**config.mk**
```make
export PLATFORM = sky130hd
export DESIGN_NAME = dcache_controller_flat
export DESIGN_NICKNAME = d
export VERILOG_FILES = /design/src/rtl/dcache_controller_if.sv /design/src/rtl/dcache_controller.sv /design/src/flat_wrapper.sv
export SDC_FILE = /design/constraint.sdc
export NUM_CORES = 1
export LEC_CHECK = 0
export CAP_MARGIN = 5
export CORE_ASPECT_RATIO = 1.25
export CORE_MARGIN = 2
export CORE_UTILIZATION = 41
export CTS_BUF_LIST = sky130_fd_sc_hd__clkbuf_8
export DETAILED_ROUTE_END_ITERATION = 10
export GPL_ROUTABILITY_DRIVEN = 0
export HOLD_SLACK_MARGIN = 0.12
export PLACE_DENSITY = 0.63
export SYNTH_ARGS = -nofsm -noshare
export SYNTH_HDL_FRONTEND = slang
export SYNTH_SLANG_ARGS = --single-unit
export TNS_END_PERCENT = 10
```
**constraint.sdc**
```tcl
create_clock -name CLK -period 7.8 [get_ports CLK]
set_clock_uncertainty 0.2 [all_clocks]
set_input_delay 0.78 -clock CLK [delete_from_list [all_inputs] [get_ports CLK]]
set_output_delay 0.78 -clock CLK [all_outputs]
set_load 0.02 [all_outputs]
```
**src/rtl/dcache_controller_if.sv**
```systemverilog
// CPU load/store and block-memory signals of the data cache, bundled for port connection.
// slave = cache view; master = environment view (CPU driver plus memory model).
interface dcache_controller_if;
    logic        READ;
    logic        WRITE;
    logic [7:0]  ADDRESS;
    logic [7:0]  WRITEDATA;
    logic [7:0]  READDATA;
    logic        BUSYWAIT;
    logic        MEM_READ;
    logic        MEM_WRITE;
    logic [5:0]  MEM_ADDRESS;
    logic [31:0] MEM_WRITEDATA;
    logic [31:0] MEM_READDATA;
    logic        MEM_BUSYWAIT;

    modport slave (
        input  READ, WRITE, ADDRESS, WRITEDATA, MEM_READDATA, MEM_BUSYWAIT,
        output READDATA, BUSYWAIT, MEM_READ, MEM_WRITE, MEM_ADDRESS, MEM_WRITEDATA
    );

    modport master (
        output READ, WRITE, ADDRESS, WRITEDATA, MEM_READDATA, MEM_BUSYWAIT,
        input  READDATA, BUSYWAIT, MEM_READ, MEM_WRITE, MEM_ADDRESS, MEM_WRITEDATA
    );
endinterface

```
**src/rtl/dcache_controller.sv**
```systemverilog
// Direct-mapped write-back/write-allocate data cache, 8 x 4-byte lines (optional stats: DCACHE_STATS_EN).
// Latency: hits complete in the request cycle; clean miss N+1, dirty miss 2N+1 stall cycles.
// Backpressure: BUSYWAIT stalls the CPU on a miss; MEM_BUSYWAIT low for one cycle ends each memory phase.
module dcache_controller #(
    parameter int NUM_BLOCKS = 8,
    parameter int TAG_W      = 3
) (
    input  logic                CLK,
    input  logic                RESET,
    dcache_controller_if.slave  bus
`ifdef DCACHE_STATS_EN
    ,
    output logic [15:0]         HIT_COUNT,
    output logic [15:0]         MISS_COUNT
`endif
);
    typedef enum logic [1:0] {IDLE, WRITEBACK, REFILL} state_t;

    state_t                  state_q, state_d;
    logic [NUM_BLOCKS-1:0]   valid_q, valid_d;
    logic [NUM_BLOCKS-1:0]   dirty_q, dirty_d;
    logic [TAG_W-1:0]        tag_q  [NUM_BLOCKS];
    logic [TAG_W-1:0]        tag_d  [NUM_BLOCKS];
    logic [31:0]             data_q [NUM_BLOCKS];
    logic [31:0]             data_d [NUM_BLOCKS];
    logic                    mem_read_q, mem_read_d;
    logic                    mem_write_q, mem_write_d;
    logic [5:0]              mem_addr_q, mem_addr_d;
    logic [31:0]             mem_wdata_q, mem_wdata_d;

    logic [2:0]              idx;
    logic [1:0]              off;
    logic [TAG_W-1:0]        req_tag;
    logic                    req;
    logic                    hit;

    assign idx     = bus.ADDRESS[4:2];
    assign off     = bus.ADDRESS[1:0];
    assign req_tag = bus.ADDRESS[7:5];
    assign req     = bus.READ | bus.WRITE;
    assign hit     = valid_q[idx] & (tag_q[idx] == req_tag);

    assign bus.READDATA      = data_q[idx][{off, 3'b000} +: 8];
    assign bus.BUSYWAIT      = req & ~((state_q == IDLE) & hit);
    assign bus.MEM_READ      = mem_read_q;
    assign bus.MEM_WRITE     = mem_write_q;
    assign bus.MEM_ADDRESS   = mem_addr_q;
    assign bus.MEM_WRITEDATA = mem_wdata_q;

    // Memory strobes/address are registered alongside the state so they change only at state changes.
    always_comb begin
        state_d     = state_q;
        valid_d     = valid_q;
        dirty_d     = dirty_q;
        tag_d       = tag_q;
        data_d      = data_q;
        mem_read_d  = 1'b0;
        mem_write_d = 1'b0;
        mem_addr_d  = '0;
        mem_wdata_d = '0;
        case (state_q)
            IDLE: begin
                if (req & hit & bus.WRITE) begin
                    data_d[idx][{off, 3'b000} +: 8] = bus.WRITEDATA;
                    dirty_d[idx]                    = 1'b1;
                end else if (req & ~hit & dirty_q[idx]) begin
                    state_d     = WRITEBACK;
                    mem_write_d = 1'b1;
                    mem_addr_d  = {tag_q[idx], idx};
                    mem_wdata_d = data_q[idx];
                end else if (req & ~hit) begin
                    state_d    = REFILL;
                    mem_read_d = 1'b1;
                    mem_addr_d = {req_tag, idx};
                end
            end
            WRITEBACK: begin
                if (!bus.MEM_BUSYWAIT) begin
                    state_d    = REFILL;
                    mem_read_d = 1'b1;
                    mem_addr_d = {req_tag, idx};
                end else begin
                    mem_write_d = 1'b1;
                    mem_addr_d  = mem_addr_q;
                    mem_wdata_d = mem_wdata_q;
                end
            end
            REFILL: begin
                if (!bus.MEM_BUSYWAIT) begin
                    state_d      = IDLE;
                    data_d[idx]  = bus.MEM_READDATA;
                    tag_d[idx]   = req_tag;
                    valid_d[idx] = 1'b1;
                    dirty_d[idx] = 1'b0;
                end else begin
                    mem_read_d = 1'b1;
                    mem_addr_d = mem_addr_q;
                end
            end
            default: state_d = IDLE;
        endcase
    end

    always_ff @(posedge CLK or negedge RESET) begin
        if (!RESET) begin
            state_q     <= IDLE;
            valid_q     <= '0;
            dirty_q     <= '0;
            tag_q       <= '{default: '0};
            data_q      <= '{default: '0};
            mem_read_q  <= 1'b0;
            mem_write_q <= 1'b0;
            mem_addr_q  <= '0;
            mem_wdata_q <= '0;
        end else begin
            state_q     <= state_d;
            valid_q     <= valid_d;
            dirty_q     <= dirty_d;
            tag_q       <= tag_d;
            data_q      <= data_d;
            mem_read_q  <= mem_read_d;
            mem_write_q <= mem_write_d;
            mem_addr_q  <= mem_addr_d;
            mem_wdata_q <= mem_wdata_d;
        end
    end

`ifdef DCACHE_STATS_EN
    logic [15:0] hit_cnt_q, hit_cnt_d;
    logic [15:0] miss_cnt_q, miss_cnt_d;
    logic        retry_q, retry_d;

    // retry_q marks the post-refill re-evaluation so it is not counted as a hit.
    always_comb begin
        hit_cnt_d  = hit_cnt_q;
        miss_cnt_d = miss_cnt_q;
        retry_d    = retry_q;
        if ((state_q == IDLE) && req) begin
            if (hit) begin
                if (!retry_q && (hit_cnt_q != 16'hFFFF)) hit_cnt_d = hit_cnt_q + 16'd1;
                retry_d = 1'b0;
            end else begin
                if (miss_cnt_q != 16'hFFFF) miss_cnt_d = miss_cnt_q + 16'd1;
                retry_d = 1'b1;
            end
        end
    end

    always_ff @(posedge CLK or negedge RESET) begin
        if (!RESET) begin
            hit_cnt_q  <= '0;
            miss_cnt_q <= '0;
            retry_q    <= 1'b0;
        end else begin
            hit_cnt_q  <= hit_cnt_d;
            miss_cnt_q <= miss_cnt_d;
            retry_q    <= retry_d;
        end
    end

    assign HIT_COUNT  = hit_cnt_q;
    assign MISS_COUNT = miss_cnt_q;
`endif
endmodule
```
**src/flat_wrapper.sv**
```systemverilog
// flat-port wrapper written by rule: the top's interface ports become plain ports
module dcache_controller_flat 
#(
    parameter int NUM_BLOCKS = 8,
    parameter int TAG_W      = 3
)
  (CLK, RESET, bus_READ, bus_WRITE, bus_ADDRESS, bus_WRITEDATA, bus_MEM_READDATA, bus_MEM_BUSYWAIT, bus_READDATA, bus_BUSYWAIT, bus_MEM_READ, bus_MEM_WRITE, bus_MEM_ADDRESS, bus_MEM_WRITEDATA);
  dcache_controller_if bus_i ();
  input  logic CLK;
  input  logic RESET;
  input wire logic [$bits(bus_i.READ)-1:0] bus_READ;
  input wire logic [$bits(bus_i.WRITE)-1:0] bus_WRITE;
  input wire logic [$bits(bus_i.ADDRESS)-1:0] bus_ADDRESS;
  input wire logic [$bits(bus_i.WRITEDATA)-1:0] bus_WRITEDATA;
  input wire logic [$bits(bus_i.MEM_READDATA)-1:0] bus_MEM_READDATA;
  input wire logic [$bits(bus_i.MEM_BUSYWAIT)-1:0] bus_MEM_BUSYWAIT;
  output wire logic [$bits(bus_i.READDATA)-1:0] bus_READDATA;
  output wire logic [$bits(bus_i.BUSYWAIT)-1:0] bus_BUSYWAIT;
  output wire logic [$bits(bus_i.MEM_READ)-1:0] bus_MEM_READ;
  output wire logic [$bits(bus_i.MEM_WRITE)-1:0] bus_MEM_WRITE;
  output wire logic [$bits(bus_i.MEM_ADDRESS)-1:0] bus_MEM_ADDRESS;
  output wire logic [$bits(bus_i.MEM_WRITEDATA)-1:0] bus_MEM_WRITEDATA;
  assign bus_i.READ = bus_READ;
  assign bus_i.WRITE = bus_WRITE;
  assign bus_i.ADDRESS = bus_ADDRESS;
  assign bus_i.WRITEDATA = bus_WRITEDATA;
  assign bus_i.MEM_READDATA = bus_MEM_READDATA;
  assign bus_i.MEM_BUSYWAIT = bus_MEM_BUSYWAIT;
  assign bus_READDATA = bus_i.READDATA;
  assign bus_BUSYWAIT = bus_i.BUSYWAIT;
  assign bus_MEM_READ = bus_i.MEM_READ;
  assign bus_MEM_WRITE = bus_i.MEM_WRITE;
  assign bus_MEM_ADDRESS = bus_i.MEM_ADDRESS;
  assign bus_MEM_WRITEDATA = bus_i.MEM_WRITEDATA;
  dcache_controller #(.NUM_BLOCKS(NUM_BLOCKS), .TAG_W(TAG_W)) u_core (.CLK(CLK), .RESET(RESET), .bus(bus_i));
endmodule
```
======== Yosys cells after proc, flatten, opt, wreduce, memory -nomap -nowiden ========
Cells that the tools add are included.
operators by class
  order comparisons ....................... 4
  multiplexer cells ....................... 52
  shift operators ......................... 3
  equality and inequality tests ........... 8
  reduce and logical (&&, ||, !) cells .... 8
  bitwise operators ....................... 16
  add/subtract/negate cells ............... 1
operators with widths
  kind                                                                    number
  256-bit bitwise mux                                                     2
  256-bit two-way mux                                                     2
  256-bit one-hot mux with 2 select lines                                 1
  32-bit two-way mux                                                      7
  32-bit demux with 3-bit select                                          2
  32-bit binary-select mux with 3-bit select                              1
  32-bit one-hot mux with 2 select lines                                  1
  8-bit by 7-bit variable shift with 32-bit output, first input constant  1
  32-bit by 6-bit variable part select with 8-bit output                  1
  8-bit by 7-bit variable part select with 32-bit output                  1
  6-bit two-way mux                                                       5
  24-bit bitwise mux                                                      1
  6-bit one-hot mux with 3 select lines                                   1
  8-bit two-way mux                                                       2
  8-bit OR                                                                2
  8-bit one-hot mux with 2 select lines                                   1
  1-bit two-way mux                                                       10
  2-bit two-way mux                                                       5
  3-bit binary-select mux with 3-bit select                               1
  3-bit demux with 3-bit select                                           1
  3-bit two-way mux                                                       3
  8-bit AND                                                               1
  2-bit inequality test, second input constant                            4
  8-bit inverter                                                          1
  24 further kinds                                                        35
word-level totals
  bits of input ports ..................... 53
  flip-flop bits (word level) ............. 338
  word-level logic and storage cells ...... 115
  output and inout bits ................... 49

======== Longest topological paths before layout ========
  depth in word-level cells ............... 12
  depth in mapped cells ................... 11

======== Worst setup path after synthesis ========
OpenSTA, ideal clock, no wires.
  kind .................................... input to output
  start ................................... input bus_ADDRESS[4]
  end ..................................... output bus_READDATA[4]
  path slack .............................. 3865 ps
  arrival ................................. 2955 ps
  required time ........................... 6820 ps
  path buffers ............................ 4
  stages on the path ...................... 8
  path through ............................ clkbuf_2 > buf_2 > buf_1 > clkbuf_1 > mux4_2 > o21ai_0 > nand2_1 > mux4_2
on the way
  cells in the longest elaborated chain, start to end .. 5
ends and longest elaborated chain
  what                                                    RTL line                 source
  start, declared                                         flat_wrapper.sv:13       input wire logic [$bits(bus_i.ADDRESS)-1:0] bus_ADDRESS;
  3-bit inverter with 4-bit output (implied by the code)  dcache_controller.sv:43  assign bus.READDATA = data_q[idx][{off, 3'b000} +: 8];
  32-bit binary-select mux with 3-bit select              dcache_controller.sv:43
  32-bit two-way mux (implied by the code) (2 in series)  dcache_controller.sv:43
  32-bit by 6-bit variable part select with 8-bit output  dcache_controller.sv:43
  end, declared                                           flat_wrapper.sv:17       output wire logic [$bits(bus_i.READDATA)-1:0] bus_READDATA;
No other way between the ends. The select of a mux whose other input is x is not followed.

======== Worst setup path in the final report ========
  start ................................... input bus_ADDRESS[3]
  end ..................................... output bus_READDATA[3]
The elaborated chain is that of the path after synthesis.

==> metrics.cfg <==
[run_status]
status = completed

[worst_setup_path]
critPathMaxFanout = 35
cp-end-kind = primary output
arrival_ns = 4.39
path_class = input port to primary output
cp.required_ns = 6.82
start_kind = input port

[timing]
setup_ws_ns = 2.43
tightest_slew_ns = 1.22
rsz0062_at_grt = no
setup_tns_ns = 0
drv_slew = 0
setup_viol = 0
finalHoldViolCount = 0
holdWs_ns = 0.266
fin_crit_sh_pct = 68.8
max_freq_mhz = 186
period_minus_slack_ns = 5.37
max_slew_margin_pct = 18.4

[grt]
antenna_found_initial = 0
grt_first_pass_wirelength_um = 74900
globalRouteTotalUtil_pct = 24.8
grt_pass1_vias = 11490
grt_overflow_total = 0
grt_max_degree = 178

[clock_tree]
clk_pin_slew_ns = 0.06
numCtsBuffers = 55
clk_latency_ns = 0.61
cts_tree = built
cts_root_buffer = clkbuf_8
h-tree-depth = 2
cts_max_path_buffers = 3
post_cts_resized = 0
clock-sinks = 338
cts_setup_buffers = 0

[synth]
ys_seq_area_share_pct = 53.6
ys.flop_type = dfrtp_1
yosys_warnings = 0
synthArstFlopShare_pct = 100
yosys.area.top_type_share_pct = 53.6
netlist_top_cells_area = dfrtp_1, mux2_2, mux4_2, a22o_1, mux2i_1
synth_nets = 1234
ys_ff_latch = 338
yosys.area.top_type = dfrtp_1
yosysUniqueCellTypes = 47
synthCells = 1176
syn_area_per_cell_um2 = 13.4
synth_edf_count = 0
synth_area_um2 = 15800

[floorplan]
die_width_um = 179
dieArea_um2 = 40100
die_h_um = 223
ioPinCount = 102
fp-row-count = 80
start_util_pct = 41.5
core-area_um2 = 38000

[power_and_ir_drop]
leakage_nw = 8.13
powerDensity_nw_per_um2 = 337
ir_drop_v = 0.000222
power_mw = 6.23

[job]
max_cap_violations = 0

[layout]
fin_nets = 1355
fillers = 3364
n_antenna_cell = 0
area_delta_synth_final_pct = 17.2
fin_cells = 1831
final_util_pct = 48.6
final_layout_size_suffix_gt1_share_pct = 35.2
postLayoutCellArea_um2 = 18500

[placement]
dp_slack_ns = 2.56
io_buffers = 101
detailed_place_hpwl_um = 33600
placedInstanceArea_um2 = 17300
dp_cells = 1731

[detailed_routing]
dr_total_vias = 11047
vias_per_cell = 6.03
drt_iter0_drc = 990
first_pass_iters = 7
drt-total-wl_um = 49500
ant_nets = 0
wl_per_cell_um = 27.0
drc = 0

[worst_hold_path]
hold_path.class = register to register

report_power, final:
part | switching (mW) | internal, mW
combinational | 1.01 | 0.874
sequential | 0.351 | 2.38
clock | 0.721 | 0.889
total | 2.08 | 4.15
what timing repair did:
item | CTS | global route
hold buffers | 1 | 0
setup endpoints to repair | 0 | 0
hold endpoints to repair | 89 | 0
flip-flops by register name, summed over array words and instances (netlist names), named ones only:
register and flops:
u_core.bus.MEM_ADDRESS 6, u_core.state_q 2, u_core.tag_q 24, u_core.bus.MEM_WRITEDATA 32, u_core.bus.MEM_WRITE 1, u_core.bus.MEM_READ 1
u_core.data_q 256, u_core.valid_q 8
per-layer routing:
metal / track usage (%) / vias up / part of all wire, %
li1: - / 4684 / -
met4: 11.2 / 0 / 4.6
met2: 40.6 / 492 / 48
met3: 4.90 / 128 / 6.9
met5: 0 / - / 0
met1: 31.8 / 5743 / 40
cell usage after synthesis, drive strengths merged, types with 14 or more instances:
| cell | number |
|---|---|
| a22oi | 18 |
| a21oi | 15 |
| mux2i | 38 |
| a221oi | 35 |
| nand2 | 52 |
| buf | 16 |
| clkbuf | 39 |
| nor2 | 77 |
| nand3 | 14 |
| dfrtp | 338 |
| a22o | 45 |
| o21ai | 65 |
| mux4 | 19 |
| mux2 | 313 |
layout by cell type, fill, tap and decap left out, drive strengths merged, types with 4 or more instances in the layout:
cell / n
ha: 5
a22oi: 18
a222oi: 6
a22o: 45
inv: 20
clkdlybuf4s50: 97
o22ai: 4
o21ai: 65
clkinv: 12
o221ai: 9
clkbuf: 72
or2: 8
mux2: 313
nand3b: 9
nand3: 14
buf: 21
nand2: 52
mux4: 19
a221o: 8
o21a: 4
a221oi: 35
mux2i: 38
nor2: 77
a41oi: 4
a21oi: 15
nor2b: 4
nor3: 6
dfrtp: 338
area by class of cell:
cell class	instances	area, µm²	share of cell area (%)
Sequential cell	338	8460	45.7
Clock buffer	72	991	5.36
Multi-Input combinational cell	775	7080	38.3
Timing Repair Buffer	119	1160	6.26
Clock inverter	27	170	0.920
Inverter	8	30.0	0.162
Tap cell	492	616	3.33
path summary, 6_finish.rpt:
path | startpoint | end | slack (ns) | cells after the start
setup / recovery | bus_ADDRESS[3] | bus_READDATA[3] | 2.43 | 8
hold / removal | u_core.valid_q[6]$_DFFE_PN0P_ | u_core.valid_q[6]$_DFFE_PN0P_ | 0.27 | 1
setup reg to reg | u_core.state_q[0]$_DFFE_PN0P_ | u_core.data_q[212]$_DFFE_PN0P_ | 4.51 | 4
hold reg to reg | u_core.valid_q[6]$_DFFE_PN0P_ | u_core.valid_q[6]$_DFFE_PN0P_ | 0.27 | 1
max in group asynchronous | RESET | u_core.bus.MEM_WRITEDATA[16]$_DFFE_PN0N_ | 5.33 | 3
min in group asynchronous | RESET | u_core.bus.MEM_ADDRESS[5]$_DFFE_PN0P_ | 0.58 | 2
critical path: stages:
cell             delay [ns]
buf_2                  0.45
buf_4                  0.56
nand2_1                0.19
nor2_1                 0.96
a22oi_1                0.22
o221ai_1               0.24
mux4_2                 0.35
clkdlybuf4s50_1        0.60
logic make-up (layout without fill, tap and decap cells):
family	after synthesis	after routing	share of synthesized area (%)
AO/OA/AOI/OAI	221	221	10.6
buffers and inverters	63	226	1.63
AND/OR/NAND/NOR	177	177	6.22
XOR/XNOR	2	2	0.111
multiplexers	370	370	27.5
adder cells (fa/ha/maj)	5	5	0.396
flip-flops	338	338	53.6
Note: power is estimated with default switching activity, not from simulation.
